<file path="src/rtl/cache_mem_arbiter_if.sv">
`default_nettype none
// +----------------------------------------------------------------------+
// | cache_mem_arbiter_if : I-cache / D-cache / physical-memory line bus  |
// | Revision : 1.0                                                       |
// +----------------------------------------------------------------------+
interface cache_mem_arbiter_if #(
  parameter int ADDR_W = 32,
  parameter int LINE_W = 256
);
  logic              i_read;
  logic [ADDR_W-1:0] i_addr;
  logic [LINE_W-1:0] i_rdata;
  logic              i_resp;

  logic              d_read;
  logic              d_write;
  logic [ADDR_W-1:0] d_addr;
  logic [LINE_W-1:0] d_wdata;
  logic [LINE_W-1:0] d_rdata;
  logic              d_resp;

  logic              pmem_read;
  logic              pmem_write;
  logic [ADDR_W-1:0] pmem_addr;
  logic [LINE_W-1:0] pmem_wdata;
  logic [LINE_W-1:0] pmem_rdata;
  logic              pmem_resp;

  // slave: the arbiter itself; master: the caches and memory around it
  modport slave (
    input  i_read, i_addr,
    output i_rdata, i_resp,
    input  d_read, d_write, d_addr, d_wdata,
    output d_rdata, d_resp,
    output pmem_read, pmem_write, pmem_addr, pmem_wdata,
    input  pmem_rdata, pmem_resp
  );

  modport master (
    output i_read, i_addr,
    input  i_rdata, i_resp,
    output d_read, d_write, d_addr, d_wdata,
    input  d_rdata, d_resp,
    input  pmem_read, pmem_write, pmem_addr, pmem_wdata,
    output pmem_rdata, pmem_resp
  );
endinterface
`default_nettype wire

</file>
<file path="src/rtl/cache_mem_arbiter.sv">
`default_nettype none
// +----------------------------------------------------------------------+
// | cache_mem_arbiter : shares one memory line port between I$ and D$.   |
// | Optional macro ARB_RR_EN: round-robin on simultaneous requests.      |
// | Revision : 1.0                                                       |
// +----------------------------------------------------------------------+
module cache_mem_arbiter #(
  parameter int ADDR_W = 32,
  parameter int LINE_W = 256
) (
  input  logic                clk,
  input  logic                reset,
  cache_mem_arbiter_if.slave  bus
);

  typedef enum logic [1:0] {
    IDLE    = 2'd0,
    SERVE_I = 2'd1,
    SERVE_D = 2'd2
  } state_t;

  localparam logic GRANT_I  = 1'b0;
  localparam logic GRANT_D  = 1'b1;
  localparam logic OP_READ  = 1'b0;
  localparam logic OP_WRITE = 1'b1;

  state_t            state, state_nx;
  logic [ADDR_W-1:0] addr_q, addr_nx;
  logic [LINE_W-1:0] wdata_q, wdata_nx;
  logic              op_q, op_nx;
  logic              last_grant, last_grant_nx;

  logic              d_req, i_req, pick_d;
  logic              pmem_read_c, pmem_write_c, i_resp_c, d_resp_c;

  assign d_req = bus.d_read | bus.d_write;
  assign i_req = bus.i_read;

`ifdef ARB_RR_EN
  // On a tie, favour whoever was not served last
  assign pick_d = d_req & (~i_req | (last_grant == GRANT_I));
`else
  assign pick_d = d_req;
`endif

  always_ff @(posedge clk) begin
    if (!reset) begin
      state      <= IDLE;
      addr_q     <= '0;
      wdata_q    <= '0;
      op_q       <= OP_READ;
      last_grant <= GRANT_I;
    end else begin
      state      <= state_nx;
      addr_q     <= addr_nx;
      wdata_q    <= wdata_nx;
      op_q       <= op_nx;
      last_grant <= last_grant_nx;
    end
  end

  always_comb begin
    state_nx      = state;
    addr_nx       = addr_q;
    wdata_nx      = wdata_q;
    op_nx         = op_q;
    last_grant_nx = last_grant;
    pmem_read_c   = 1'b0;
    pmem_write_c  = 1'b0;
    i_resp_c      = 1'b0;
    d_resp_c      = 1'b0;
    case (state)
      IDLE: begin
        if (pick_d) begin
          state_nx = SERVE_D;
          addr_nx  = bus.d_addr;
          wdata_nx = bus.d_wdata;
          op_nx    = bus.d_write ? OP_WRITE : OP_READ;
        end else if (i_req) begin
          state_nx = SERVE_I;
          addr_nx  = bus.i_addr;
          op_nx    = OP_READ;
        end
      end
      SERVE_I, SERVE_D: begin
        pmem_read_c  = (op_q == OP_READ);
        pmem_write_c = (op_q == OP_WRITE);
        // Completion always passes through IDLE so a just-served requester
        // has a cycle to drop its request before arbitration resumes.
        if (bus.pmem_resp) begin
          state_nx      = IDLE;
          last_grant_nx = (state == SERVE_D) ? GRANT_D : GRANT_I;
          i_resp_c      = (state == SERVE_I) & reset;
          d_resp_c      = (state == SERVE_D) & reset;
        end
      end
      default: state_nx = IDLE;
    endcase
  end

  assign bus.pmem_read  = pmem_read_c;
  assign bus.pmem_write = pmem_write_c;
  assign bus.pmem_addr  = addr_q;
  assign bus.pmem_wdata = wdata_q;
  assign bus.i_resp     = i_resp_c;
  assign bus.d_resp     = d_resp_c;
  assign bus.i_rdata    = i_resp_c ? bus.pmem_rdata : '0;
  assign bus.d_rdata    = d_resp_c ? bus.pmem_rdata : '0;

endmodule
`default_nettype wire

</file>
<file path="src/flat_wrapper.sv">
// flat-port wrapper written by rule: the top's interface ports become plain ports
module cache_mem_arbiter_flat 
#(
  parameter int ADDR_W = 32,
  parameter int LINE_W = 256
)
  (clk, reset, bus_i_read, bus_i_addr, bus_i_rdata, bus_i_resp, bus_d_read, bus_d_write, bus_d_addr, bus_d_wdata, bus_d_rdata, bus_d_resp, bus_pmem_read, bus_pmem_write, bus_pmem_addr, bus_pmem_wdata, bus_pmem_rdata, bus_pmem_resp);
  cache_mem_arbiter_if #(.ADDR_W(ADDR_W), .LINE_W(LINE_W)) bus_i ();
  input  logic clk;
  input  logic reset;
  input wire logic [$bits(bus_i.i_read)-1:0] bus_i_read;
  input wire logic [$bits(bus_i.i_addr)-1:0] bus_i_addr;
  output wire logic [$bits(bus_i.i_rdata)-1:0] bus_i_rdata;
  output wire logic [$bits(bus_i.i_resp)-1:0] bus_i_resp;
  input wire logic [$bits(bus_i.d_read)-1:0] bus_d_read;
  input wire logic [$bits(bus_i.d_write)-1:0] bus_d_write;
  input wire logic [$bits(bus_i.d_addr)-1:0] bus_d_addr;
  input wire logic [$bits(bus_i.d_wdata)-1:0] bus_d_wdata;
  output wire logic [$bits(bus_i.d_rdata)-1:0] bus_d_rdata;
  output wire logic [$bits(bus_i.d_resp)-1:0] bus_d_resp;
  output wire logic [$bits(bus_i.pmem_read)-1:0] bus_pmem_read;
  output wire logic [$bits(bus_i.pmem_write)-1:0] bus_pmem_write;
  output wire logic [$bits(bus_i.pmem_addr)-1:0] bus_pmem_addr;
  output wire logic [$bits(bus_i.pmem_wdata)-1:0] bus_pmem_wdata;
  input wire logic [$bits(bus_i.pmem_rdata)-1:0] bus_pmem_rdata;
  input wire logic [$bits(bus_i.pmem_resp)-1:0] bus_pmem_resp;
  assign bus_i.i_read = bus_i_read;
  assign bus_i.i_addr = bus_i_addr;
  assign bus_i_rdata = bus_i.i_rdata;
  assign bus_i_resp = bus_i.i_resp;
  assign bus_i.d_read = bus_d_read;
  assign bus_i.d_write = bus_d_write;
  assign bus_i.d_addr = bus_d_addr;
  assign bus_i.d_wdata = bus_d_wdata;
  assign bus_d_rdata = bus_i.d_rdata;
  assign bus_d_resp = bus_i.d_resp;
  assign bus_pmem_read = bus_i.pmem_read;
  assign bus_pmem_write = bus_i.pmem_write;
  assign bus_pmem_addr = bus_i.pmem_addr;
  assign bus_pmem_wdata = bus_i.pmem_wdata;
  assign bus_i.pmem_rdata = bus_pmem_rdata;
  assign bus_i.pmem_resp = bus_pmem_resp;
  cache_mem_arbiter #(.ADDR_W(ADDR_W), .LINE_W(LINE_W)) u_core (.clk(clk), .reset(reset), .bus(bus_i));
endmodule
</file>
<file path="config.mk">
export PLATFORM = sky130hd
export DESIGN_NAME = cache_mem_arbiter_flat
export DESIGN_NICKNAME = d
export VERILOG_FILES = /design/src/rtl/cache_mem_arbiter_if.sv /design/src/rtl/cache_mem_arbiter.sv /design/src/flat_wrapper.sv
export SDC_FILE = /design/constraint.sdc
export NUM_CORES = 1
export LEC_CHECK = 0
export BUFFER_PORTS_ARGS = -buffer_cell sky130_fd_sc_hd__buf_2
export CORE_AREA = 2 2 543 545
export CTS_CLUSTER_DIAMETER = 200
export DETAILED_ROUTE_END_ITERATION = 16
export DIE_AREA = 0 0 545 547
export PLACE_DENSITY = 0.3
export SLEW_MARGIN = 15
export SYNTH_ARGS = -nofsm -noshare
export SYNTH_HDL_FRONTEND = slang
export SYNTH_SLANG_ARGS = --single-unit
</file>
<file path="constraint.sdc">
create_clock -name clk -period 2 [get_ports clk]
set_clock_uncertainty 0.05 [all_clocks]
set_input_delay 0.1 -clock clk [delete_from_list [all_inputs] [get_ports clk]]
set_output_delay 0.1 -clock clk [all_outputs]
set_load 0.005 [all_outputs]
</file>
==> results of run 1 <==
[critical path: stages, from the launching register on]
cell and delay, ns:
dfxtp_2 0.33, buf_4 0.13, ha_2 0.16, and4_4 0.21, buf_12 0.13, buf_16 0.14, buf_12 0.14, buf_12 0.12
buf_16 0.14, and2_4 0.16, buf_6 0.11
[final cells by class]
cell class,instances,area [µm²]
fillers,33600,255000
repair buffers,1902,16400
multi-input cells,1399,9000
flip-flops and latches,291,5830
well taps,3919,4900
clock buffers,61,1230
clock inverters,16,149
diodes,43,108
inverters,2,7.51
[state kept, by name, indices dropped and copies added, names as in the netlist]
signal / cells
u_core.op_q: 1
u_core.bus.pmem_addr: 32
u_core.state: 2
u_core.bus.pmem_wdata: 256
[stage by stage]
| stage | instance area [µm²] | std cells | total power, mW | utilization, % | worst slack, ns |
|---|---|---|---|---|---|
| after floorplan | 14400 | 1849 | 8.57 | - | 0.397 |
| after global placement | 26400 | 7060 | 12.3 | 9.02 | -0.0393 |
| after detailed placement | 26400 | 7060 | 12.3 | 9.02 | -0.0579 |
| after CTS | 33300 | 7540 | 21.4 | 11.4 | -0.711 |
| after global routing | 37600 | 7617 | 22.4 | 12.9 | -0.690 |
| final | 37700 | 7633 | 21.2 | 12.9 | -0.594 |
[path summary, 6_finish.rpt]
kind | cells after the start | end | slack (ns) | start
setup / recovery | 10 | bus_d_rdata[109] | -0.59 | u_core.state[1]
hold / removal | 3 | u_core.bus.pmem_wdata[7] | 0.09 | reset
hold reg to reg | 2 | u_core.bus.pmem_wdata[47] | 0.40 | u_core.bus.pmem_wdata[47]
setup reg to reg | 7 | u_core.state[0] | 0.08 | u_core.state[1]
[per-layer routing]
metal / vias to the layer above / wire, µm / GRT usage [%]
met5: - / 230 / 0.353
met3: 480 / 28100 / 7.17
met2: 1608 / 96600 / 21.6
met4: 20 / 9700 / 3.67
met1: 10300 / 78700 / 13.9
li1: 9493 / - / -
[power breakdown]
group | internal, mW | leakage [nW] | switching, mW
Clock | 4.44 | 0.682 | 3.45
Sequential | 6.44 | 2.40 | 0.328
Combinational | 2.64 | 13.7 | 3.86
Total | 13.5 | 16.8 | 7.64
[cells by family after synthesis]
| family | Yosys count | share of synthesized area, % |
|---|---|---|
| and+or+nand+nor | 1035 | 36.0 |
| AOI/OAI and AO/OA | 329 | 15.9 |
| buffers and inverters | 159 | 5.25 |
| adders and majority gates | 3 | 0.260 |
| muxes | 32 | 2.22 |
| DFF | 291 | 40.4 |
[cell usage after synthesis]
master,number,area (µm²)
o21ai_0,34,170
nand2b_1,1,6.26
nor2_2,1,6.26
and2_1,513,3210
a21boi_0,27,203
a22oi_1,1,7.51
o21a_1,1,7.51
a21boi_1,230,1730
o31a_1,1,8.76
a21oi_1,34,170
inv_1,2,7.51
clkbuf_1,42,158
nand2_1,513,1930
clkbuf_2,46,230
buf_4,7,52.6
ha_1,3,37.5
buf_2,62,310
nor3b_1,1,7.51
mux2i_1,32,320
dfxtp_1,291,5830
nor2b_1,4,25.0
and4_1,2,17.5
o21ai_1,1,5.00
[what timing repair did]
item,CTS,global route
resized for setup,174,834
gates cloned,34,39
endpoints found under the hold margin,291,0
buffers inserted,39,28
endpoints found under the setup margin,516,519
pin swaps,44,252
hold buffers,330,0
==> impl_metrics.py, run 1 <==
metrics = {
    "layout": {
        "layout_commonest_cell": "buf_2",
        "drive_gt1_share_pct": 57.0,
        "final_cell_mix": "buf_2 (949), nand2_1 (513), buf_6 (444)",
        "fin_nets": 4224,
        "area_growth_pct": 161,
    },
    "clock_tree": {
        "cts_tree": "built",
        "cts_buffer_depth": 3,
        "cts_buffers": 43,
        "cts-root-buf": "clkbuf_16",
        "clk_pin_slew_ns": 0.06,
        "cts-htree-levels": 2,
        "clk_latency_ns": 0.65,
        "clock_sinks": 291,
    },
    "route": {
        "ant_nets": 0,
        "via_count": 21900,
        "wl_per_cell_um": 27.9,
        "drc_errors": 0,
        "first_iter_violations": 1325,
        "routed_wl_um": 213000,
        "firstDrtPassIters": 5,
        "drt-vias-per-instance": 2.87,
    },
    "power": {
        "power.density_nw_per_um2": 562,
        "leakage_nw": 16.8,
        "ir_worst_vdd_uv": 614,
    },
    "timing": {
        "worst_slack_ns": -0.594,
        "rsz0062_at_grt": "yes",
        "worst_slew_pin_slew_ns": 0.897,
        "timing.final.crit_share_pct": 130,
        "finalHoldViolations": 0,
        "drv_slew": 0,
        "timing.final.crit_period_ns": 2.59,
        "max_freq_mhz": 385,
        "slew_headroom_pct": 40.2,
        "finalSetupViolations": 514,
        "fin_tns_setup_ns": -242.05,
        "hold_ws_ns": 0.0902,
    },
    "grt": {
        "grt_pass1_vias": 20800,
        "antenna_found_initial": 207,
        "grt_pass1_wl_um": 245000,
        "grt_use_total_pct": 13.0,
        "grt_overflow": 0,
        "grt_max_degree": 196,
    },
    "synth": {
        "netlist_area_um2": 14400,
        "syn_area_per_cell_um2": 7.81,
        "synthDistinctLibCells": 23,
        "yosysWarnings": 0,
        "syn_inst": 1849,
        "ys_seq_area_share_pct": 40.4,
        "synthesis.nets": 2434,
        "ys_ff_latch": 291,
    },
    "critical_path": {
        "cp-end-kind": "output port",
        "critical_path_arrival_ns": 2.44,
        "critical_path_class": "reg -> out",
        "start_kind": "register",
        "critPathMaxFanout": 7,
        "crit_required_ns": 1.85,
    },
    "status": {
        "status": "finished with violations",
        "violations": "setup timing",
    },
    "placed_design": {
        "port_buffers": 1385,
        "hpwl_um": 170000,
        "gp_congestion": 1.00,
    },
    "floorplan": {
        "start_util_pct": 4.93,
        "core_area_um2": 293000,
        "pin_count": 1386,
        "die_y_um": 547,
        "dieArea_um2": 298000,
        "rows": 199,
        "die_w_um": 545,
    },
    "min_path": {
        "hp-class": "in -> reg",
    },
    "run": {
        "cap_viol_max_count": 0,
    },
}
(Power assumes the default switching activity.)
==> run 2: changes to the inputs <==
--- a/config.mk
+++ b/config.mk
@@ -5,11 +5,12 @@
 export SDC_FILE = /design/constraint.sdc
 export NUM_CORES = 1
 export LEC_CHECK = 0
+export ABC_AREA = 1
 export BUFFER_PORTS_ARGS = -buffer_cell sky130_fd_sc_hd__buf_2
-export CORE_AREA = 2 2 543 545
+export CORE_AREA = 2 2 539 541
 export CTS_CLUSTER_DIAMETER = 200
 export DETAILED_ROUTE_END_ITERATION = 16
-export DIE_AREA = 0 0 545 547
+export DIE_AREA = 0 0 541 543
 export PLACE_DENSITY = 0.3
 export SLEW_MARGIN = 15
 export SYNTH_ARGS = -nofsm -noshare
==> run 2 against run 1 <==
The flow still finishes with violations (setup timing). Sequential power grew 2%. Wire length grew 0.18%. Worst setup slack gained 0.025 ns. Via count grew 5.0%. Critical path type unchanged.
==> impl_metrics.py, run 2 <==
metrics = {
    "status": {
        "status": "finished with violations",
        "violations": "setup timing",
    },
    "route": {
        "ant_nets": 0,
        "drc_errors": 0,
        "via_count": 23000,
        "drt-vias-per-instance": 2.88,
        "firstDrtPassIters": 5,
        "wl_per_cell_um": 26.7,
        "routed_wl_um": 214000,
        "first_iter_violations": 1505,
    },
    "timing": {
        "timing.final.crit_period_ns": 2.57,
        "worst_slack_ns": -0.569,
        "fin_tns_setup_ns": -237.08,
        "worst_slew_pin_slew_ns": 0.948,
        "timing.final.crit_share_pct": 128,
        "drv_slew": 0,
        "rsz0062_at_grt": "yes",
        "finalSetupViolations": 521,
        "finalHoldViolations": 0,
        "max_freq_mhz": 389,
        "slew_headroom_pct": 36.6,
    },
    "clock_tree": {
        "cts-htree-levels": 2,
        "cts-root-buf": "clkbuf_16",
        "clock_sinks": 291,
        "clk_latency_ns": 0.63,
        "cts_buffers": 41,
        "clk_pin_slew_ns": 0.06,
        "cts_buffer_depth": 3,
        "cts_tree": "built",
    },
    "critical_path": {
        "regToRegSetupSlack_ns": 0,
        "ff2ff_path_depth": 9,
        "start_kind": "register",
        "crit_required_ns": 1.85,
        "critical_path_class": "reg -> out",
        "worstReg2RegEnd": "u_core.bus.pmem_wdata[200]",
        "critPathMaxFanout": 7,
        "regToRegStartpoint": "u_core.state[1]",
        "critical_path_arrival_ns": 2.42,
        "cp-end-kind": "output port",
    },
    "power": {
        "intPower_mw": 14.0,
        "power_frac_seq_pct": 31.5,
        "power.density_nw_per_um2": 631,
        "switching_share_pct": 36.0,
        "power_frac_comb_pct": 30.4,
        "p_clk_share_pct": 38.1,
        "power_switching_mw": 7.89,
        "leakage_nw": 17.7,
        "ir_worst_vdd_uv": 533,
        "power.total_mw": 21.9,
    },
    "layout": {
        "regArea_um2": 5830,
        "final_cell_mix": "buf_2 (1322), nor2_1 (853), dlygate4sd3_1 (327)",
        "fin_nets": 4707,
        "largest_reg_flops": 256,
        "area_growth_pct": 152,
        "filler_cell_count": 33800,
        "utilization_pct": 12.1,
        "drive_gt1_share_pct": 47.0,
        "multi_input_area_um2": 7510,
        "layout_commonest_cell": "buf_2",
    },
    "synth": {
        "syn_inst": 2281,
        "yosysWarnings": 0,
        "async_flop_share_pct": 0,
        "netlist_area_um2": 13800,
        "ys_seq_area_share_pct": 42.2,
        "syn_area_per_cell_um2": 6.06,
        "yosysTopAreaCellShare_pct": 42.2,
        "synth-edff-count": 0,
        "ys_top_cells_by_count": "nor2_1 (1092), inv_1 (299), dfxtp_1 (291)",
        "synthesis.nets": 2866,
        "synth_top_area_cell": "dfxtp_1",
        "synth_area_leaders": "dfxtp_1 (42%), nor2_1 (30%), o21ai_0 (9.1%)",
        "synthDistinctLibCells": 18,
        "yosysMostFrequentCell": "nor2_1",
        "yosys_most_used_dff": "dfxtp_1",
        "ys_ff_latch": 291,
    },
    "placed_design": {
        "port_buffers": 1385,
        "hpwl_um": 183000,
        "gp_congestion": 0.964,
    },
    "grt": {
        "grt_overflow": 0,
        "antenna_found_initial": 151,
        "grt_pass1_wl_um": 256000,
        "grt_use_total_pct": 13.6,
        "grt_max_degree": 100,
        "grt_pass1_vias": 22800,
    },
    "floorplan": {
        "dieArea_um2": 294000,
        "core_area_um2": 287000,
        "die_w_um": 541,
        "start_util_pct": 4.81,
        "die_y_um": 543,
        "pin_count": 1386,
        "rows": 197,
    },
    "min_path": {
        "whs_path_depth": 6,
        "hold_end": "u_core.bus.pmem_addr[15]",
        "hp-class": "in -> reg",
        "min_from": "bus_d_addr[15]",
    },
    "run": {
        "cap_viol_max_count": 0,
    },
}
-- run 2: cell types whose count changed after synthesis, moves of 4 or more --
| cell | before | now |
|---|---|---|
| o21ai_0 | 34 | 252 |
| buf_1 | 0 | 4 |
| a21oi_1 | 34 | 2 |
| mux2i_1 | 32 | 0 |
| nor2b_1 | 4 | 0 |
| nor2_1 | 0 | 1092 |
| clkbuf_2 | 46 | 0 |
| inv_1 | 2 | 299 |
| and2_1 | 513 | 0 |
| a21boi_0 | 27 | 0 |
| nand2_1 | 513 | 172 |
| a21boi_1 | 230 | 0 |
| clkbuf_1 | 42 | 62 |
| buf_2 | 62 | 85 |
-- run 2: worst max path at each step --
| stage | start | to | slack (ns) |
|---|---|---|---|
| after floorplan | u_core.state[0] | bus_d_rdata[100] | 0.42 |
| after global placement | u_core.state[0] | u_core.bus.pmem_wdata[200] | -0.17 |
| after detailed placement | u_core.state[0] | bus_d_rdata[65] | -0.20 |
| after CTS | u_core.state[1] | bus_d_rdata[61] | -0.66 |
| after global routing | u_core.state[1] | bus_i_rdata[138] | -0.70 |
| final | u_core.state[1] | bus_i_rdata[212] | -0.57 |
-- run 2: kinds of logic after synthesis --
group                    Yosys count  share of synthesized area, %
AO/OA/AOI/OAI                    258                          9.35
adder cells (fa/ha/maj)            3                         0.272
flip-flops                       291                          42.2
AND/OR/NAND/NOR                 1272                          34.9
buffers and inverters            457                          13.4
-- run 2: what timing repair did --
item,4_1_cts,5_1_grt
gates resized for setup,170,403
pin swaps,2,4
endpoints found under the hold margin,291,0
gates cloned,13,23
hold buffers,327,0
setup buffers,8,8
endpoints found under the setup margin,557,560
-- run 2: area by class of cell --
type	count	share of cell area, %
clock inverters	14	0.655
repair buffers	1954	40.0
clock buffers	60	3.60
inverters	301	3.25
flip-flops and latches	291	16.8
well taps	3781	13.6
multi-input cells	1533	21.6
diodes	70	0.504
-- run 2: power groups by stage --
stage          registers, mW  clock network, mW  logic [mW]
2_1_floorplan           7.03                  0        1.66
3_3_place_gp            7.02                  0        5.95
3_5_place_dp            7.03                  0        5.92
4_1_cts                 6.92               8.77        6.67
5_1_grt                 7.00               8.91        7.34
6_report                6.91               8.36        6.67
-- run 2: critical path, cell delays in order, from the launching register on --
cell and delay [ns]:
dfxtp_2 0.33, inv_2 0.05, ha_4 0.27, nand2_2 0.05, inv_2 0.09, nand3_4 0.07
buf_12 0.16, buf_8 0.15, buf_16 0.17, clkbuf_16 0.19, nor2_2 0.08, buf_2 0.12
-- run 2: metal layers --
layer / up-vias / GRT usage, % / part of all wire (%)
met5: - / 0 / 0.071
met4: 24 / 4.61 / 3.4
met3: 336 / 7.42 / 13
met2: 1398 / 22.1 / 46
met1: 10800 / 15.0 / 38
li1: 10500 / - / -
-- run 2: per-stage QoR --
| stage | cells | instance area, µm² | worst slack [ns] | hold WS [ns] |
|---|---|---|---|---|
| 2_1_floorplan | 2281 | 13800 | 0.424 | 0.199 |
| 3_3_place_gp | 7485 | 26600 | -0.173 | 0.288 |
| 3_5_place_dp | 7485 | 26600 | -0.201 | 0.298 |
| 4_1_cts | 7904 | 32400 | -0.663 | 0.0175 |
| 5_1_grt | 7990 | 34700 | -0.696 | 0.0588 |
| 6_report | 8004 | 34800 | -0.569 | 0.0499 |
